### src/rtl/tuner_pkg.sv
// Shared constants and types for the tuner packet scheduler and the packet mux it feeds.
package tuner_pkg;

  localparam int unsigned NSRC     = 4;
  localparam int unsigned HDR_LEN  = 4;
  localparam int unsigned TS_LEN   = 188;
  localparam int unsigned SLOT_LEN = HDR_LEN + TS_LEN;

  typedef logic [1:0] src_id_t;

  typedef enum logic [1:0] {
    ST_IDLE,
    ST_RELOAD,
    ST_GRANT,
    ST_GAP
  } sched_state_t;

  function automatic logic [NSRC-1:0] id2oh(src_id_t id);
    logic [NSRC-1:0] oh;
    oh     = '0;
    oh[id] = 1'b1;
    return oh;
  endfunction

endpackage

### src/rtl/tuner_pkt_sched_if.sv
// Grant handshake between the packet scheduler (master) and the 4-to-1 packet mux / sources (slave).
interface tuner_pkt_sched_if;
  import tuner_pkg::*;

  logic [NSRC-1:0] PKT_READY;
  logic            SLOT_DONE;
  logic            GRANT_VALID;
  src_id_t         GRANT_ID;
  logic [NSRC-1:0] GRANT_OH;

  modport master (
    input  PKT_READY,
    input  SLOT_DONE,
    output GRANT_VALID,
    output GRANT_ID,
    output GRANT_OH
  );

  modport slave (
    output PKT_READY,
    output SLOT_DONE,
    input  GRANT_VALID,
    input  GRANT_ID,
    input  GRANT_OH
  );

endinterface

### src/rtl/rr_pick4.sv
// Rotating-priority encoder: first set request scanning ptr, ptr+1, ... modulo 4.
module rr_pick4
  import tuner_pkg::*;
(
  input  logic [NSRC-1:0] req,
  input  src_id_t         ptr,
  output logic            valid,
  output src_id_t         idx
);

  src_id_t cand;

  always_comb begin
    valid = 1'b0;
    idx   = ptr;
    cand  = ptr;
    for (int unsigned i = 0; i < NSRC; i++) begin
      cand = ptr + src_id_t'(i);
      if (!valid && req[cand]) begin
        valid = 1'b1;
        idx   = cand;
      end
    end
  end

endmodule

### src/rtl/tuner_pkt_sched.sv
// Weighted round-robin slot scheduler for four tuner TS sources, with per-source grant counters.
module tuner_pkt_sched
  import tuner_pkg::*;
#(
  parameter int unsigned NSRC = 4,
  parameter int unsigned WW   = 4,
  parameter int unsigned CW   = 16
) (
  input  logic                 SYS_CLK,
  input  logic                 RST,
  tuner_pkt_sched_if.master    sif,
  input  logic [NSRC*WW-1:0]   CFG_WEIGHT,
  input  logic                 CFG_LOAD,
  output logic [CW-1:0]        GRANT_CNT_0,
  output logic [CW-1:0]        GRANT_CNT_1,
  output logic [CW-1:0]        GRANT_CNT_2,
  output logic [CW-1:0]        GRANT_CNT_3
);

  sched_state_t       state_q, state_d;
  logic [WW-1:0]      w_q   [NSRC];
  logic [WW-1:0]      c_q   [NSRC];
  logic [CW-1:0]      cnt_q [NSRC];
  logic [NSRC*WW-1:0] pend_w_q;
  logic               load_pend_q;
  src_id_t            ptr_q;
  src_id_t            gid_q;
  logic               gv_q;
  logic [NSRC-1:0]    goh_q;

  logic [NSRC-1:0]    elig;
  logic [NSRC-1:0]    reloadable;
  logic               pick_vld;
  src_id_t            pick_id;
  logic               do_grant;
  logic               do_reload;
  logic               do_close;
  logic               w_load_now;
  logic               w_load_pend;

  always_comb begin
    elig       = '0;
    reloadable = '0;
    for (int unsigned n = 0; n < NSRC; n++) begin
      elig[n]       = sif.PKT_READY[n] && (c_q[n] != '0);
      reloadable[n] = sif.PKT_READY[n] && (w_q[n] != '0);
    end
  end

  rr_pick4 u_pick (
    .req   (elig),
    .ptr   (ptr_q),
    .valid (pick_vld),
    .idx   (pick_id)
  );

  always_ff @(posedge SYS_CLK or negedge RST) begin
    if (!RST) state_q <= ST_IDLE;
    else      state_q <= state_d;
  end

  always_comb begin
    state_d     = state_q;
    do_grant    = 1'b0;
    do_reload   = 1'b0;
    do_close    = 1'b0;
    w_load_now  = 1'b0;
    w_load_pend = 1'b0;
    unique case (state_q)
      ST_IDLE: begin
        w_load_now = CFG_LOAD;
        if (pick_vld) begin
          do_grant = 1'b1;
          state_d  = ST_GRANT;
        end else if (|reloadable) begin
          state_d = ST_RELOAD;
        end
      end
      ST_RELOAD: begin
        w_load_now = CFG_LOAD;
        do_reload  = 1'b1;
        state_d    = ST_IDLE;
      end
      ST_GRANT: begin
        w_load_pend = CFG_LOAD;
        if (sif.SLOT_DONE) begin
          do_close = 1'b1;
          state_d  = ST_GAP;
        end
      end
      ST_GAP: begin
        w_load_now = CFG_LOAD;
        state_d    = ST_IDLE;
      end
      default: state_d = ST_IDLE;
    endcase
  end

  // A load deferred during a slot lands on the GAP->IDLE edge, so the first IDLE
  // decision after the slot already sees the new weights.
  always_ff @(posedge SYS_CLK or negedge RST) begin
    if (!RST) begin
      for (int unsigned n = 0; n < NSRC; n++) w_q[n] <= WW'(1);
      load_pend_q <= 1'b0;
      pend_w_q    <= '0;
    end else begin
      if (w_load_now) begin
        for (int unsigned n = 0; n < NSRC; n++) w_q[n] <= CFG_WEIGHT[n*WW +: WW];
      end else if (state_q == ST_GAP && load_pend_q) begin
        for (int unsigned n = 0; n < NSRC; n++) w_q[n] <= pend_w_q[n*WW +: WW];
      end
      if (w_load_pend) begin
        load_pend_q <= 1'b1;
        pend_w_q    <= CFG_WEIGHT;
      end else if (state_q == ST_GAP) begin
        load_pend_q <= 1'b0;
      end
    end
  end

  always_ff @(posedge SYS_CLK or negedge RST) begin
    if (!RST) begin
      for (int unsigned n = 0; n < NSRC; n++) c_q[n] <= '0;
      ptr_q <= '0;
    end else begin
      if (do_reload) begin
        for (int unsigned n = 0; n < NSRC; n++) c_q[n] <= w_q[n];
      end else if (do_grant) begin
        c_q[pick_id] <= c_q[pick_id] - WW'(1);
      end
      // Source keeps priority while it still has credit this round.
      if (do_close) ptr_q <= (c_q[gid_q] == '0) ? gid_q + src_id_t'(1) : gid_q;
    end
  end

  always_ff @(posedge SYS_CLK or negedge RST) begin
    if (!RST) begin
      for (int unsigned n = 0; n < NSRC; n++) cnt_q[n] <= '0;
    end else if (do_grant) begin
      cnt_q[pick_id] <= cnt_q[pick_id] + CW'(1);
    end
  end

  always_ff @(posedge SYS_CLK or negedge RST) begin
    if (!RST) begin
      gv_q  <= 1'b0;
      gid_q <= '0;
      goh_q <= '0;
    end else if (do_grant) begin
      gv_q  <= 1'b1;
      gid_q <= pick_id;
      goh_q <= id2oh(pick_id);
    end else if (do_close) begin
      gv_q  <= 1'b0;
      goh_q <= '0;
    end
  end

  assign sif.GRANT_VALID = gv_q;
  assign sif.GRANT_ID    = gid_q;
  assign sif.GRANT_OH    = goh_q;
  assign GRANT_CNT_0     = cnt_q[0];
  assign GRANT_CNT_1     = cnt_q[1];
  assign GRANT_CNT_2     = cnt_q[2];
  assign GRANT_CNT_3     = cnt_q[3];

endmodule
### src/flat_wrapper.sv
// flat-port wrapper written by rule: the top's interface ports become plain ports
module tuner_pkt_sched_flat import tuner_pkg::*;
#(
  parameter int unsigned NSRC = 4,
  parameter int unsigned WW   = 4,
  parameter int unsigned CW   = 16
)
  (SYS_CLK, RST, CFG_WEIGHT, CFG_LOAD, GRANT_CNT_0, GRANT_CNT_1, GRANT_CNT_2, GRANT_CNT_3, sif_PKT_READY, sif_SLOT_DONE, sif_GRANT_VALID, sif_GRANT_ID, sif_GRANT_OH);
  tuner_pkt_sched_if sif_i ();
  input  logic SYS_CLK;
  input  logic RST;
  input  logic [NSRC*WW-1:0] CFG_WEIGHT;
  input  logic CFG_LOAD;
  output logic [CW-1:0] GRANT_CNT_0;
  output logic [CW-1:0] GRANT_CNT_1;
  output logic [CW-1:0] GRANT_CNT_2;
  output logic [CW-1:0] GRANT_CNT_3;
  input wire logic [$bits(sif_i.PKT_READY)-1:0] sif_PKT_READY;
  input wire logic [$bits(sif_i.SLOT_DONE)-1:0] sif_SLOT_DONE;
  output wire logic [$bits(sif_i.GRANT_VALID)-1:0] sif_GRANT_VALID;
  output wire logic [$bits(sif_i.GRANT_ID)-1:0] sif_GRANT_ID;
  output wire logic [$bits(sif_i.GRANT_OH)-1:0] sif_GRANT_OH;
  assign sif_i.PKT_READY = sif_PKT_READY;
  assign sif_i.SLOT_DONE = sif_SLOT_DONE;
  assign sif_GRANT_VALID = sif_i.GRANT_VALID;
  assign sif_GRANT_ID = sif_i.GRANT_ID;
  assign sif_GRANT_OH = sif_i.GRANT_OH;
  tuner_pkt_sched #(.NSRC(NSRC), .WW(WW), .CW(CW)) u_core (.SYS_CLK(SYS_CLK), .RST(RST), .sif(sif_i), .CFG_WEIGHT(CFG_WEIGHT), .CFG_LOAD(CFG_LOAD), .GRANT_CNT_0(GRANT_CNT_0), .GRANT_CNT_1(GRANT_CNT_1), .GRANT_CNT_2(GRANT_CNT_2), .GRANT_CNT_3(GRANT_CNT_3));
endmodule
### config.mk
export PLATFORM = sky130hd
export DESIGN_NAME = tuner_pkt_sched_flat
export DESIGN_NICKNAME = d
export VERILOG_FILES = /design/src/rtl/tuner_pkg.sv /design/src/rtl/tuner_pkt_sched_if.sv /design/src/rtl/rr_pick4.sv /design/src/rtl/tuner_pkt_sched.sv /design/src/flat_wrapper.sv
export SDC_FILE = /design/constraint.sdc
export NUM_CORES = 1
export LEC_CHECK = 0
export ABC_AREA = 1
export CORE_UTILIZATION = 30
export CTS_CLUSTER_DIAMETER = 30
export DETAILED_ROUTE_END_ITERATION = 7
export HOLD_SLACK_MARGIN = 0.06
export PLACE_DENSITY_LB_ADDON = 0.08
export SYNTH_ARGS = -nofsm -noshare
export SYNTH_HDL_FRONTEND = slang
export SYNTH_SLANG_ARGS = --single-unit
### constraint.sdc
create_clock -name SYS_CLK -period 4.6 [get_ports SYS_CLK]
set_input_delay 0.92 -clock SYS_CLK [delete_from_list [all_inputs] [get_ports SYS_CLK]]
set_output_delay 0.92 -clock SYS_CLK [all_outputs]
set_load 0.01 [all_outputs]
==> flow_metrics.tcl, run 1 <==
set metrics [dict create \
    max-cap-violations 0 \
    use_met2 0.295 \
    cts.clk_slew.worst_paths_ns 0.06 \
    stdcell_count 1282 \
    synth_xor_area_frac 0.0115 \
    routed_wirelength_um 21000 \
    yosys_warnings 0 \
    antennaDiodeCount 0 \
    relSlewSlack 0.393 \
    post-dp-hpwl_um 15000 \
    cts.sinks 124 \
    cpPeakStageDelay_ns 0.58 \
    arrival_ns 4.03 \
    grt_max_degree 67 \
    drt_iter0_markers 508 \
    cts_buffer_depth 2 \
    ys.flop_type "dfrtp_1" \
    ys_types 42 \
    tns_ns 0 \
    r2r_end "u_core.GRANT_CNT_3[6]$_DFFE_PN0P_" \
    avgRoutedWirePerCell_um 16.4 \
    drt-pass1-iter-count 7 \
    drc 8 \
    area_growth_pct 27.8 \
    htree_levels 4 \
    final_antenna_net_count 0 \
    cts_tree "yes" \
    end_kind "flip-flop" \
    ys_ff_latch 124 \
    fin_crit_ns 3.76 \
    finalSetupViolations 0 \
    critPathMaxFanout 24 \
    io_pins 95 \
    insertion_delay_ns 0.43 \
    gp_congestion 0.819 \
    synth-simple-area-share 0.335 \
    finalHoldViolations 0 \
    rr_startpoint "u_core.ptr_q[0]$_DFFE_PN0P_" \
    cts-hold-fix-buffers 0 \
    path_cells "clkdlybuf4s50_1 > nand3_1 > nand2_1 > nand2_1 > nand2_1 > nand3_1 > nand2_1 > nand2_2 > nand2_4 > o21ai_0 > nand2_1 > nand2_1 > inv_2 > ha_1 > inv_1 > nor2_2 > nand2_4 > nor2_1 > nand3_1 > nand2_1 > o21ai_1" \
    portBuffers 94 \
    status "finished, violations left" \
    grt_pass1_wl_um 34300 \
    cp-start-kind "input port" \
    required_ns 4.87 \
    critPathTopFamily "simple AND/OR/NAND/NOR gates" \
    vias 6045 \
    hold_path.class "flip-flop to flip-flop" \
    critPathBufInv 3 \
    initial_core_util 0.308 \
    final_nets 1015 \
    postSynthAreaPerCell_um2 7.61 \
    cts-resized-gates 0 \
    die_area_um2 23100 \
    num_rows 54 \
    hp-start "u_core.pend_w_q[14]$_DFFE_PN0P_" \
    slew_violations 0 \
    synth_compound_area_frac 0.0937 \
    vias_per_cell 4.72 \
    core_um2 22000 \
    num-fill-cells 2253 \
    violations "DRC" \
    rrSetupSlack_ns 1.11 \
    cts_buffers 17 \
    use_met1 0.279 \
    root_buffer "clkbuf_16" \
    post-cts-setup-buffer-count 0 \
    dieWidth_um 152 \
    hold_depth 2 \
    grt_pass1_vias 5976 \
    grt_overflow 0 \
    dp.cells 1250 \
    rr_worst_depth 20 \
    synth-edff-count 0 \
    period_share 0.818 \
    ys_seq_area_frac 0.460 \
    synth_mux_area_frac 0.0167 \
    busiest_layer "met2" \
    worstSetupPathType "input port to flip-flop" \
    worst_clock_skew_ns 0.0113 \
    rsz0062_at_grt "false" \
    synthesis.area_um2 6760 \
    hold_end "u_core.pend_w_q[14]$_DFFE_PN0P_" \
    clock.fmax_mhz 266 \
    async_reset_ff_frac 1.00 \
    die_h_um 152 \
    synthCells 888 \
    drive_gt1_frac 0.116 \
    grt_use_total 0.193 \
    synthesis.nets 914 \
    crit_top_cell "nand2_1" \
    setup.worst_path.start "sif_PKT_READY[0]" \
    use_met3 0.0317 \
    tightest_slew_ns 0.911 \
    antenna_found_initial 0 \
    crit_slowest_cell "clkdlybuf4s50_1" \
    synthAdderAreaFrac 0.00370 \
    synth_top_family_by_area "simple AND/OR/NAND/NOR gates" \
]
-- Yosys cell counts (all sizes together) (4+ instances only) --
library cell    n  area [um2]
o221ai          7        61.3
inv            91         344
o22ai          14        87.6
a21oi           4        20.0
nor2           61         293
o21bai          4        30.0
clkbuf         10        37.5
nand3          81         438
buf            23         144
nand3b         13        97.6
o41ai           4        35.0
dfrtp         120        3000
mux2           10         113
o21ai          70         354
nand2         350        1380
a22oi           4        30.0
dfstp           4         105
nand4           5        46.3
-- cell families (layout without fill, tap and decap cells) --
| kind of cell | Yosys count | after routing |
|---|---|---|
| fa+ha+maj | 2 | 2 |
| simple gates | 512 | 512 |
| mux | 10 | 10 |
| flops | 124 | 124 |
| buf+inv | 126 | 240 |
| xor+xnor | 5 | 5 |
| compound gates | 109 | 109 |
-- final cells by class --
class	count	area, um2	share of cell area
Multi-Input combinational cell	638	3120	0.361
Sequential cell	124	3110	0.360
Timing Repair Buffer	115	1110	0.128
Clock buffer	18	439	0.0509
Inverter	93	352	0.0407
Tap cell	280	350	0.0406
Clock inverter	14	159	0.0184
-- per-stage QoR --
stage                      util  instance area (um2)  setup WS [ns]  hold WS (ns)
final                     0.393                 8640          0.839         0.478
after global placement    0.366                 8040          0.463         0.466
after detailed placement  0.366                 8040          0.438         0.470
after CTS                 0.393                 8640          0.849         0.485
after floorplan               -                 6760           1.57         0.448
after global routing      0.393                 8640          0.431         0.515
-- sequential cells by signal, indices dropped and copies added, names as in the netlist --
name                    flops
u_core.GRANT_CNT_0         16
u_core.GRANT_CNT_1         16
u_core.GRANT_CNT_2         16
u_core.GRANT_CNT_3         16
u_core.c_q                 16
u_core.pend_w_q            16
u_core.w_q                 16
u_core.sif.GRANT_OH         4
u_core.ptr_q                2
u_core.sif.GRANT_ID         2
u_core.state_q              2
u_core.load_pend_q          1
u_core.sif.GRANT_VALID      1
-- worst register-to-register path, stage by stage (launching register included) --
cell     delay, ns
dfrtp_1       0.69
inv_4         0.10
nand3_1       0.15
nand3_1       0.14
nand2_4       0.14
nand3_1       0.13
nand2_1       0.14
nand2_2       0.10
nand2_4       0.23
o21ai_0       0.12
nand2_1       0.06
nand2_1       0.10
inv_2         0.12
ha_1          0.17
inv_1         0.05
nor2_2        0.17
nand2_4       0.11
nor2_1        0.26
nand3_1       0.11
nand2_1       0.16
o21ai_1       0.08
-- cell usage in the layout (no fill, tap or decap), drive strengths merged --
cell,Yosys,final
nand2,350,350
dfrtp,120,120
inv,91,96
clkdlybuf4s50,0,93
nand3,81,81
o21ai,70,70
nor2,61,61
buf,23,22
clkbuf,10,18
o22ai,14,14
nand3b,13,13
mux2,10,10
o221ai,7,7
clkinv,2,7
nand4,5,5
a21oi,4,4
a22oi,4,4
o21bai,4,4
o41ai,4,4
dfstp,4,4
xor2,3,3
o211ai,2,2
ha,2,2
clkinvlp,0,2
bufinv,0,2
xnor2,2,2
nor3,2,2
-- routing by layer --
layer  vias to the layer above  part of all wire
li1                       3053                 -
met1                      2833              0.51
met2                       141              0.44
met3                        18             0.039
met4                         0             0.011
met5                         -                 0
-- worst max path at each step --
stage	end	slack, ns	cells after the start
after CTS	u_core.GRANT_CNT_3[6]$_DFFE_PN0P_	0.85	21
after floorplan	u_core.GRANT_CNT_1[14]$_DFFE_PN0P_	1.57	22
after global routing	u_core.GRANT_CNT_3[14]$_DFFE_PN0P_	0.43	25
final	u_core.GRANT_CNT_3[6]$_DFFE_PN0P_	0.84	21
after detailed placement	u_core.GRANT_CNT_3[6]$_DFFE_PN0P_	0.44	21
after global placement	u_core.GRANT_CNT_3[6]$_DFFE_PN0P_	0.46	21
Power of run 1 is left out: the tool's default activity adds up to more than one toggle a clock period on the data nets, which glitch-free logic cannot reach.
==> run 2, diff against run 1 <==
==> constraint.sdc (replaced) <==
create_clock -name SYS_CLK -period 3.1 [get_ports SYS_CLK]
set_input_delay 0.62 -clock SYS_CLK [delete_from_list [all_inputs] [get_ports SYS_CLK]]
set_output_delay 0.62 -clock SYS_CLK [all_outputs]
set_load 0.01 [all_outputs]
==> run 2 against run 1 <==
Effect of this change: the flow still finishes with violations (DRC); sequential cell count did not move; global-route usage increased by 0.096 points; clock skew fell by 0.0018 ns; register-to-register slack worse by 0.99 ns; via count rose by 6.9%; core utilization increased by 4.1 points; final area grew 10%; count of clock-buffer cells in the layout shrank 1; final cell count increased by 6.2%; critical path depth down 1; setup slack worse by 0.72 ns.
==> flow_metrics.tcl, run 2 (synthesis gave the netlist of run 1 again) <==
set metrics [dict create \
    status "finished, violations left" \
    violations "DRC" \
    final_common_cell "nand2_1" \
    wl_met3_um 930 \
    antenna_found_initial 0 \
    rrSetupSlack_ns 0.12 \
    grt_pass1_wl_um 34700 \
    finalSetupViolations 0 \
    initial_core_util 0.308 \
    fin_crit_ns 2.98 \
    end_kind "flip-flop" \
    hold_path.class "input port to asynchronous set/reset pin" \
    cts_tree "yes" \
    pre_cts_ws_ns -0.476 \
    cp-start-kind "flip-flop" \
    period_share 0.961 \
    required_ns 3.42 \
    tns_ns 0 \
    antennaDiodeCount 0 \
    arrival_ns 3.29 \
    post-dp-hpwl_um 15900 \
    setup_ws_ns 0.122 \
    cts-hold-fix-buffers 0 \
    vias 6460 \
    worst_clock_skew_ns 0.00953 \
    htree_levels 4 \
    slew_violations 0 \
    max-cap-violations 0 \
    cts_buffer_depth 2 \
    routed.top_layer "met4" \
    rr_worst_depth 20 \
    relSlewSlack 0.460 \
    grt_max_degree 58 \
    portBuffers 94 \
    clock.fmax_mhz 336 \
    worstSetupPathType "flip-flop to flip-flop" \
    core_um2 22000 \
    drt-met1-wl_um 11200 \
    final_cell_mix "nand2_1 (322), dfrtp_1 (119), buf_4 (96)" \
    final_nets 1095 \
    drt-pass1-iter-count 7 \
    drive_gt1_frac 0.212 \
    area_growth_pct 41.2 \
    dr_wl_met2_um 9630 \
    postLayoutCellArea_um2 9540 \
    io_pins 95 \
    drt_iter0_markers 378 \
    tightest_slew_ns 0.809 \
    path_cells "xnor2_4 > nand3_2 > nand2_4 > nand2_2 > nor2_4 > nand3_4 > buf_12 > nand3_1 > nand2_1 > nand2_1 > nand2_1 > inv_1 > ha_2 > inv_1 > nor2_4 > nand2_4 > nor2_4 > nand3_2 > nand3_1 > nand2_1" \
    cts.clk_slew.worst_paths_ns 0.06 \
    num-fill-cells 2195 \
    final_antenna_net_count 0 \
    die_h_um 152 \
    cpPeakStageDelay_ns 0.51 \
    grt_use_total 0.194 \
    dpl_cell_area_um2 8590 \
    die_area_um2 23100 \
    finalHoldViolations 0 \
    gp_congestion 0.806 \
    num_rows 54 \
    drc 8 \
    crit_top_cell "nand2_1" \
    avgRoutedWirePerCell_um 16.2 \
    crit_slowest_cell "dfrtp_2" \
    routed_wirelength_um 22000 \
    dieWidth_um 152 \
    vias_per_cell 4.74 \
    rsz0062_at_grt "true" \
    rr_startpoint "u_core.ptr_q[0]$_DFFE_PN0P_" \
    grt_pass1_vias 6095 \
    grt_overflow 0 \
    r2r_end "u_core.GRANT_CNT_3[10]$_DFFE_PN0P_" \
    insertion_delay_ns 0.43 \
    cts_buffers 17 \
    critPathMaxFanout 7 \
    cts.sinks 124 \
    holdWs_ns 0.269 \
    root_buffer "clkbuf_16" \
]
## run 2: how the worst max path moves through the flow
stage	cells past startpoint	slack, ns	end	startpoint
after floorplan	22	0.37	u_core.GRANT_CNT_1[14]$_DFFE_PN0P_	sif_PKT_READY[1]
after global placement	23	-0.42	u_core.GRANT_CNT_0[6]$_DFFE_PN0P_	sif_PKT_READY[0]
after detailed placement	21	-0.48	u_core.GRANT_CNT_2[6]$_DFFE_PN0P_	sif_PKT_READY[0]
after CTS	23	0.004	u_core.GRANT_CNT_0[14]$_DFFE_PN0P_	sif_PKT_READY[1]
after global routing	23	-0.08	u_core.GRANT_CNT_0[10]$_DFFE_PN0P_	u_core.c_q[12]$_DFFE_PN0P_
final	20	0.12	u_core.GRANT_CNT_3[10]$_DFFE_PN0P_	u_core.ptr_q[0]$_DFFE_PN0P_
## run 2: through the flow
step           utilization  cells
2_1_floorplan            -    888
3_3_place_gp         0.391   1320
3_5_place_dp         0.391   1320
4_1_cts              0.421   1352
5_1_grt              0.434   1362
6_report             0.434   1362
## run 2: critical path: cells and delay by family (launching register included)
kind	cells	cell delay, ns
AND/OR/NAND/NOR	15	1.59
flip-flops	1	0.51
XOR/XNOR	1	0.31
buffers and inverters	3	0.30
adder cells (fa/ha/maj)	1	0.16
## run 2: layout make-up
class / instances / area [um2] / share of cell area
Clock buffer: 17 / 425 / 0.0446
Clock inverter: 15 / 235 / 0.0247
Inverter: 93 / 352 / 0.0369
Multi-Input combinational cell: 638 / 3290 / 0.345
Sequential cell: 124 / 3110 / 0.326
Tap cell: 280 / 350 / 0.0367
Timing Repair Buffer: 195 / 1770 / 0.186
## run 2: timing repair
action,4_1_cts,5_1_grt
gates cloned,0,1
setup buffers,0,9
hold endpoints to repair,0,0
setup endpoints to repair,11,61
pin swaps,0,12
gates resized for setup,1,46
## run 2: metal layers
layer  vias up  GRT usage
met4         0     0.0481
met2       151      0.291
li1       3209          -
met3        20     0.0342
met5         -          0
met1      3080      0.287
Power of run 2 is left out for the same reason.
==> run 3, diff against run 2 <==
--- a/config.mk
+++ b/config.mk
@@ -11,6 +11,7 @@
 export DETAILED_ROUTE_END_ITERATION = 7
 export HOLD_SLACK_MARGIN = 0.06
 export PLACE_DENSITY_LB_ADDON = 0.08
+export SLEW_MARGIN = 20
 export SYNTH_ARGS = -nofsm -noshare
 export SYNTH_HDL_FRONTEND = slang
 export SYNTH_SLANG_ARGS = --single-unit
==> results of run 3 <==
No change in the layout: final DEF, timing and power equal those of run 2.
Power of run 3 is left out for the same reason.
